File: config.mk
export PLATFORM = sky130hd
export DESIGN_NAME = delay_line_arbiter
export DESIGN_NICKNAME = d
export VERILOG_FILES = /design/src/rtl/delay_line_arbiter_pkg.sv /design/src/rtl/delay_line_tag_pipe.sv /design/src/rtl/delay_line_arbiter.sv
export SDC_FILE = /design/constraint.sdc
export NUM_CORES = 1
export LEC_CHECK = 0
export BUFFER_PORTS_ARGS = -buffer_cell sky130_fd_sc_hd__buf_4
export CAP_MARGIN = 20
export CORE_MARGIN = 4
export CORE_UTILIZATION = 40
export DETAILED_ROUTE_END_ITERATION = 7
export PLACE_DENSITY = 0.81
export SYNTH_ARGS = -nofsm -noshare
export SYNTH_HDL_FRONTEND = slang
export SYNTH_HIERARCHICAL = 1
export SYNTH_SLANG_ARGS = --single-unit
File: constraint.sdc
create_clock -name CLK -period 2.33 [get_ports CLK]
set_input_delay 0.3495 -clock CLK [delete_from_list [all_inputs] [get_ports CLK]]
set_output_delay 0.3495 -clock CLK [all_outputs]
set_load 0.02 [all_outputs]
File: src/rtl/delay_line_arbiter_pkg.sv
`default_nettype none
// ============================================================================
// Module  : delay_line_arbiter_pkg
// Purpose : Shared default configuration, tag type and clog2 helper for the
//           delay-line arbiter and its tag pipe.
// Revision: 1.0 - initial release
// ============================================================================
package delay_line_arbiter_pkg;

    function automatic int clog2(input int n);
        int w;
        w = 0;
        while ((1 << w) < n) w++;
        return w;
    endfunction

    localparam int DEF_NREQ    = 4;
    localparam int DEF_WDATA   = 8;
    localparam int DEF_LATENCY = 4;
    localparam int DEF_MAXOUT  = 2;

    localparam int ID_W  = clog2(DEF_NREQ);
    localparam int CNT_W = clog2(DEF_MAXOUT + 1);

    typedef struct packed {
        logic            valid;
        logic [ID_W-1:0] id;
    } tag_t;

endpackage
`default_nettype wire

File: src/rtl/delay_line_tag_pipe.sv
`default_nettype none
// ============================================================================
// Module  : delay_line_tag_pipe
// Purpose : LATENCY-deep shift register of {valid, id} tags that mirrors the
//           external delay line so the tail lines up with LINE_OUT.
// Revision: 1.0 - initial release
// ============================================================================
module delay_line_tag_pipe
    import delay_line_arbiter_pkg::*;
#(
    parameter int LATENCY = DEF_LATENCY,
    parameter int TAG_W   = $bits(tag_t)
) (
    input  logic             CLK,
    input  logic             RST_N,
    input  logic [TAG_W-1:0] tag_i,
    output logic [TAG_W-1:0] tag_o,
    output logic             busy_o
);

    logic [TAG_W-1:0] pipe_q [LATENCY];

    always_ff @(posedge CLK or negedge RST_N) begin
        if (!RST_N) begin
            for (int k = 0; k < LATENCY; k++) pipe_q[k] <= '0;
        end else begin
            pipe_q[0] <= tag_i;
            for (int k = 1; k < LATENCY; k++) pipe_q[k] <= pipe_q[k-1];
        end
    end

    assign tag_o = pipe_q[LATENCY-1];

    always_comb begin
        busy_o = 1'b0;
        for (int k = 0; k < LATENCY; k++) busy_o = busy_o | pipe_q[k][TAG_W-1];
    end

endmodule
`default_nettype wire

File: src/rtl/delay_line_arbiter.sv
`default_nettype none
// ============================================================================
// Module  : delay_line_arbiter
// Purpose : Round-robin sharing of one fixed-latency delay line between NREQ
//           requesters with per-requester in-flight caps. Optional macro
//           DELAY_ARB_PRIO_EN adds a PRIO input giving requester 0 precedence.
// Revision: 1.0 - initial release
// ============================================================================
module delay_line_arbiter
    import delay_line_arbiter_pkg::*;
#(
    parameter int NREQ    = DEF_NREQ,
    parameter int WDATA   = DEF_WDATA,
    parameter int LATENCY = DEF_LATENCY,
    parameter int MAXOUT  = DEF_MAXOUT
) (
    input  logic                  CLK,
    input  logic                  RST_N,
    input  logic [NREQ-1:0]       REQ_VALID,
    input  logic [NREQ*WDATA-1:0] REQ_DATA,
`ifdef DELAY_ARB_PRIO_EN
    input  logic                  PRIO,
`endif
    output logic [NREQ-1:0]       REQ_READY,
    output logic [WDATA-1:0]      LINE_IN,
    input  logic [WDATA-1:0]      LINE_OUT,
    output logic [NREQ-1:0]       RSP_VALID,
    output logic [WDATA-1:0]      RSP_DATA,
    output logic                  BUSY
);

    localparam int ID_BITS  = clog2(NREQ);
    localparam int CNT_BITS = clog2(MAXOUT + 1);
    localparam int PW       = ID_BITS + 1;

    typedef struct packed {
        logic               valid;
        logic [ID_BITS-1:0] id;
    } line_tag_t;

    logic [ID_BITS-1:0] ptr_q, ptr_d;
    logic [NREQ-1:0]    eligible, grant, rsp_hit;
    logic [ID_BITS-1:0] grant_idx;
    logic               grant_any, prio_win;
    logic [PW-1:0]      cand, ptr_inc;
    line_tag_t          tag_in, tag_out;

    // A response returning this cycle frees its slot for a same-cycle grant,
    // so a lone requester sustains MAXOUT accepts per LATENCY cycles.
    for (genvar i = 0; i < NREQ; i++) begin : g_cnt
        logic [CNT_BITS-1:0] cnt_q, cnt_d;

        assign rsp_hit[i]  = tag_out.valid && (tag_out.id == ID_BITS'(i));
        assign eligible[i] = REQ_VALID[i] && ((cnt_q < CNT_BITS'(MAXOUT)) || rsp_hit[i]);

        always_comb begin
            cnt_d = cnt_q;
            if (grant[i] && !rsp_hit[i])      cnt_d = cnt_q + CNT_BITS'(1);
            else if (!grant[i] && rsp_hit[i]) cnt_d = cnt_q - CNT_BITS'(1);
        end

        always_ff @(posedge CLK or negedge RST_N) begin
            if (!RST_N) begin
                cnt_q <= '0;
            end else begin
                cnt_q <= cnt_d;
                assert (!(grant[i] && !rsp_hit[i] && cnt_q == CNT_BITS'(MAXOUT)));
                assert (!(rsp_hit[i] && !grant[i] && cnt_q == '0));
            end
        end
    end

    always_comb begin
        grant_any = 1'b0;
        grant_idx = '0;
        prio_win  = 1'b0;
        cand      = '0;
`ifdef DELAY_ARB_PRIO_EN
        if (PRIO && eligible[0]) begin
            grant_any = 1'b1;
            prio_win  = 1'b1;
        end
`endif
        for (int k = 0; k < NREQ; k++) begin
            cand = {1'b0, ptr_q} + PW'(k);
            if (cand >= PW'(NREQ)) cand = cand - PW'(NREQ);
            if (!grant_any && eligible[cand[ID_BITS-1:0]]) begin
                grant_any = 1'b1;
                grant_idx = cand[ID_BITS-1:0];
            end
        end
        if (!RST_N) grant_any = 1'b0;
    end

    always_comb begin
        grant   = grant_any ? (NREQ'(1) << grant_idx) : '0;
        LINE_IN = grant_any ? REQ_DATA[grant_idx*WDATA +: WDATA] : '0;
        ptr_inc = {1'b0, grant_idx} + PW'(1);
        ptr_d   = ptr_q;
        if (grant_any && !prio_win)
            ptr_d = (ptr_inc == PW'(NREQ)) ? '0 : ptr_inc[ID_BITS-1:0];
        tag_in.valid = grant_any;
        tag_in.id    = grant_any ? grant_idx : '0;
    end

    always_ff @(posedge CLK or negedge RST_N) begin
        if (!RST_N) ptr_q <= '0;
        else        ptr_q <= ptr_d;
    end

    delay_line_tag_pipe #(
        .LATENCY (LATENCY),
        .TAG_W   ($bits(line_tag_t))
    ) u_tag_pipe (
        .CLK    (CLK),
        .RST_N  (RST_N),
        .tag_i  (tag_in),
        .tag_o  (tag_out),
        .busy_o (BUSY)
    );

    assign REQ_READY = grant;
    assign RSP_VALID = rsp_hit;
    assign RSP_DATA  = LINE_OUT;

endmodule
`default_nettype wire

==> summary.txt <==
STA
  – Fin. Hold Viols: 0
  – Layout Skew: 0.0112 ns
  – Max Freq: 374 MHz
  – Min Tclk post-route: around 2.7 ns
  – Setup TNS: -3.84 ns
  – Max-slew headroom: 81.2%
  – Worst slew pin tran: 0.282 ns
  – Final worst slack: -0.344 ns
  – RSZ-0062 raised after global routing: yes
  – Hold_ws: 0.364 ns
  – Slew Limit Fails: 0
  – Final number of setup-violating endpoints: 17
  – Final Cycle Share: 115%

Die
  – Die Ht: 65.9 um
  – Core ar.: around 3100 sq um
  – # rows: 20
  – Die Area: 4340 sq um
  – Initial Util: 42.8%
  – Die span in x: 65.9 um
  – Ports: 71

Pwr
  – Max VDD drop: 355 uV
  – Lkg Pwr: 0.989 nW
  – PD cells: 1100 nW/um^2

Drt
  – Routed len/inst: 15.2 um
  – Metal2 WL: just over 2 mm
  – Vias after detailed routing: ~1,100
  – M1 wire length: 1.31 mm
  – Detailed Route WL: 3.56 mm
  – Per-cell via count in the routed design: 4.84
  – DRT Pass-1 Iters: 4
  – Highest metal used: met4
  – Met3 WL post-DR: 129 um
  – Remaining DRCs: 0
  – Initial DRC Count: 40
  – Routed Antenna Nets: 0

Run status
  – Failing checks: setup timing
  – Status: complete, but fails checks

Synthesis
  – Synth Warn #: 6
  – Top-area cell type share of the netlist area: 41.1%
  – Mapped cell area: ~1300 sq um
  – Synth Instances: approximately 130
  – #FFs+latches synth: 22
  – Mapped Nets: ~180
  – Area contributors post-synth: dfrtp_1 41%, mux2i_1 12%, buf_4 6.7%
  – Distinct cells, synth: 27
  – Synth area leader: dfrtp_1
  – Synthesized area per cell: 10.6 sq um
  – Register area share after synthesis: between 40% and 50%

Clock network
  – Total CTS buffers: 3
  – Root buf cell: clkbuf_4
  – Clock transition at path regs: 0.13 ns
  – Clock sinks: 22
  – Clk Latency, worst-skew pair: 0.32 ns
  – Buffer depth of the longest clock path: 2
  – CTS tree: done
  – Htree depth: 1

Placed design
  – Post-detail-place hpwl: 2.66 mm
  – RD Place Congestion: 0.805
  – Area after DPL: ~1800 sq um
  – DP Worst Slack: -0.0535 ns
  – Port Buffer Count: 54
  – Cells after DPL: 219

Final layout
  – Fin cells: ~230
  – Layout cell share with drive strength beyond 1: 55.8%
  – Commonest non-fill, non-tap cell in the layout: buf_4
  – Total Nets Final: around 240
  – Post-layout instance area: 2070 sq um
  – Diode count: 0
  – # fillers: between 200 and 250
  – FF+latch area: 551 sq um
  – Area growth syn-to-layout: 54.6%
  – Footprint of the multi-input gates: 757 sq um
  – Most frequent cells in the layout: 63 x buf_4, 22 x dfrtp_1, 15 x mux2i_1, 9 x inv_1, 9 x buf_6

Critical path
  – Crit-path max FO: 17
  – CP max-delay cell: or3b_4
  – Endpoint class of the critical path: output port
  – Kind of critical path: register to output port
  – Crit path required time: 1.98 ns
  – Largest stage delay, worst path: 0.45 ns
  – CP delay by family, top: simple AND/OR/NAND/NOR gates
  – Startpoint types: register
  – Arrival time at the worst endpoint: 2.32 ns
  – Critical path, cell by cell: or3b_4, a211oi_2, nand3b_1, a22oi_2, buf_12, mux2i_1, o22ai_2, buf_4
  – WP buf/inv: 2

Global route
  – Global-route wire length before repair: 5.66 mm
  – Vias in the first global route: 1,235
  – GRT Util Overall: 17.1%
  – Grt ovf: 0
  – Largest net degree at the start of global routing: 23
  – Initial antenna violation count: 0

Job
  – Max-cap violations: 0

Min path
  – Hold crit path type: register to register
[cell families (layout without fill, tap and decap cells)]
group / count (synthesis) / after routing / synth area share, %
and+or+nand+nor: 21 / 22 / 8.78
xor gates and xnor gates: 12 / 12 / 7.85
DFF: 22 / 22 / 41.1
buffers and inverters: 27 / 90 / 12.6
AOI/OAI and AO/OA: 23 / 23 / 13.0
muxes: 16 / 16 / 12.0
adders and majority gates: 5 / 5 / 4.67
[report_power, final]
| group | internal (W) | switching [W] | total, W |
|---|---|---|---|
| logic | 0.000705 | 0.000649 | 0.00135 |
| registers | 0.000518 | 0.000103 | 0.000621 |
| clock network | 0.000174 | 0.000117 | 0.000291 |
| total | 0.00140 | 0.000870 | 0.00227 |
[sequential cells by signal, summed over array words and instances (netlist names)]
signal             count
g_cnt.cnt_q            8
ptr_q                  2
u_tag_pipe/pipe_q      9
u_tag_pipe/tag_o       3
[layout make-up]
type / instances / area share, %
clock inverters: 1 / 1.45
multi-input cells: 78 / 36.6
well taps: 44 / 2.66
inverters: 12 / 2.42
clock buffers: 3 / 1.09
flip-flops and latches: 22 / 26.6
repair buffers: 74 / 29.2
[stage by stage]
step	total power, W	utilization [%]
after floorplan	0.00146	-
after global placement	0.00173	58.4
after detailed placement	0.00177	58.4
after CTS	0.00223	64.9
after global routing	0.00241	66.2
final	0.00227	66.2
[metal layers]
metal,vias up,track usage [%]
met5,-,0
met4,0,5.70
met3,6,3.74
met2,25,32.4
met1,549,18.6
li1,553,-
[cells in the mapped netlist]
library cell / count
buf_4: 12
o31a_2: 1
xor2_1: 6
xnor2_1: 6
nor2_1: 8
and2_1: 2
o21ai_2: 1
a22oi_2: 1
a21oi_1: 2
nand2_1: 4
dfrtp_1: 22
nand3_1: 1
ha_1: 5
nand2b_4: 1
inv_1: 12
mux2i_1: 16
or4_1: 1
o22ai_1: 8
o21a_1: 1
o21ai_0: 4
buf_6: 3
a211oi_2: 1
o221a_4: 1
nand3b_1: 3
a211oi_1: 2
a21boi_0: 1
or3b_4: 1
[final timing paths]
path	from	end	slack [ns]	depth (start not counted)
worst max-delay path	u_tag_pipe/tag_o[0]	LINE_IN[2]	-0.34	8
worst min-delay path	u_tag_pipe/pipe_q[10]	u_tag_pipe/pipe_q[7]	0.36	0
worst max register to register	u_tag_pipe/tag_o[0]	g_cnt[3].cnt_q[1]	-0.21	12
worst min register to register	u_tag_pipe/pipe_q[10]	u_tag_pipe/pipe_q[7]	0.36	0
max in group asynchronous	RST_N	u_tag_pipe/pipe_q[4]	1.52	3
min in group asynchronous	RST_N	ptr_q[1]	0.57	3
[worst register-to-register path, cell delays in order, from the launching register on]
cell and delay [ns]:
dfrtp_1 0.43, or3b_4 0.45, a211oi_2 0.22, nand3b_1 0.16, a22oi_2 0.11, buf_4 0.17
ha_4 0.14, and2_4 0.14, buf_6 0.11, ha_4 0.14, xor2_1 0.14, nor2_1 0.13
xor2_1 0.14
[timing repair]
action | 4_1_cts | 5_1_grt
resized for setup | 21 | 6
buffers inserted | 7 | 2
hold endpoints to repair | 13 | 0
pin swaps | 8 | 5
hold buffers | 1 | 0
endpoints found under the setup margin | 16 | 20
gates cloned | 1 | 0
(Power assumes the default switching activity.)
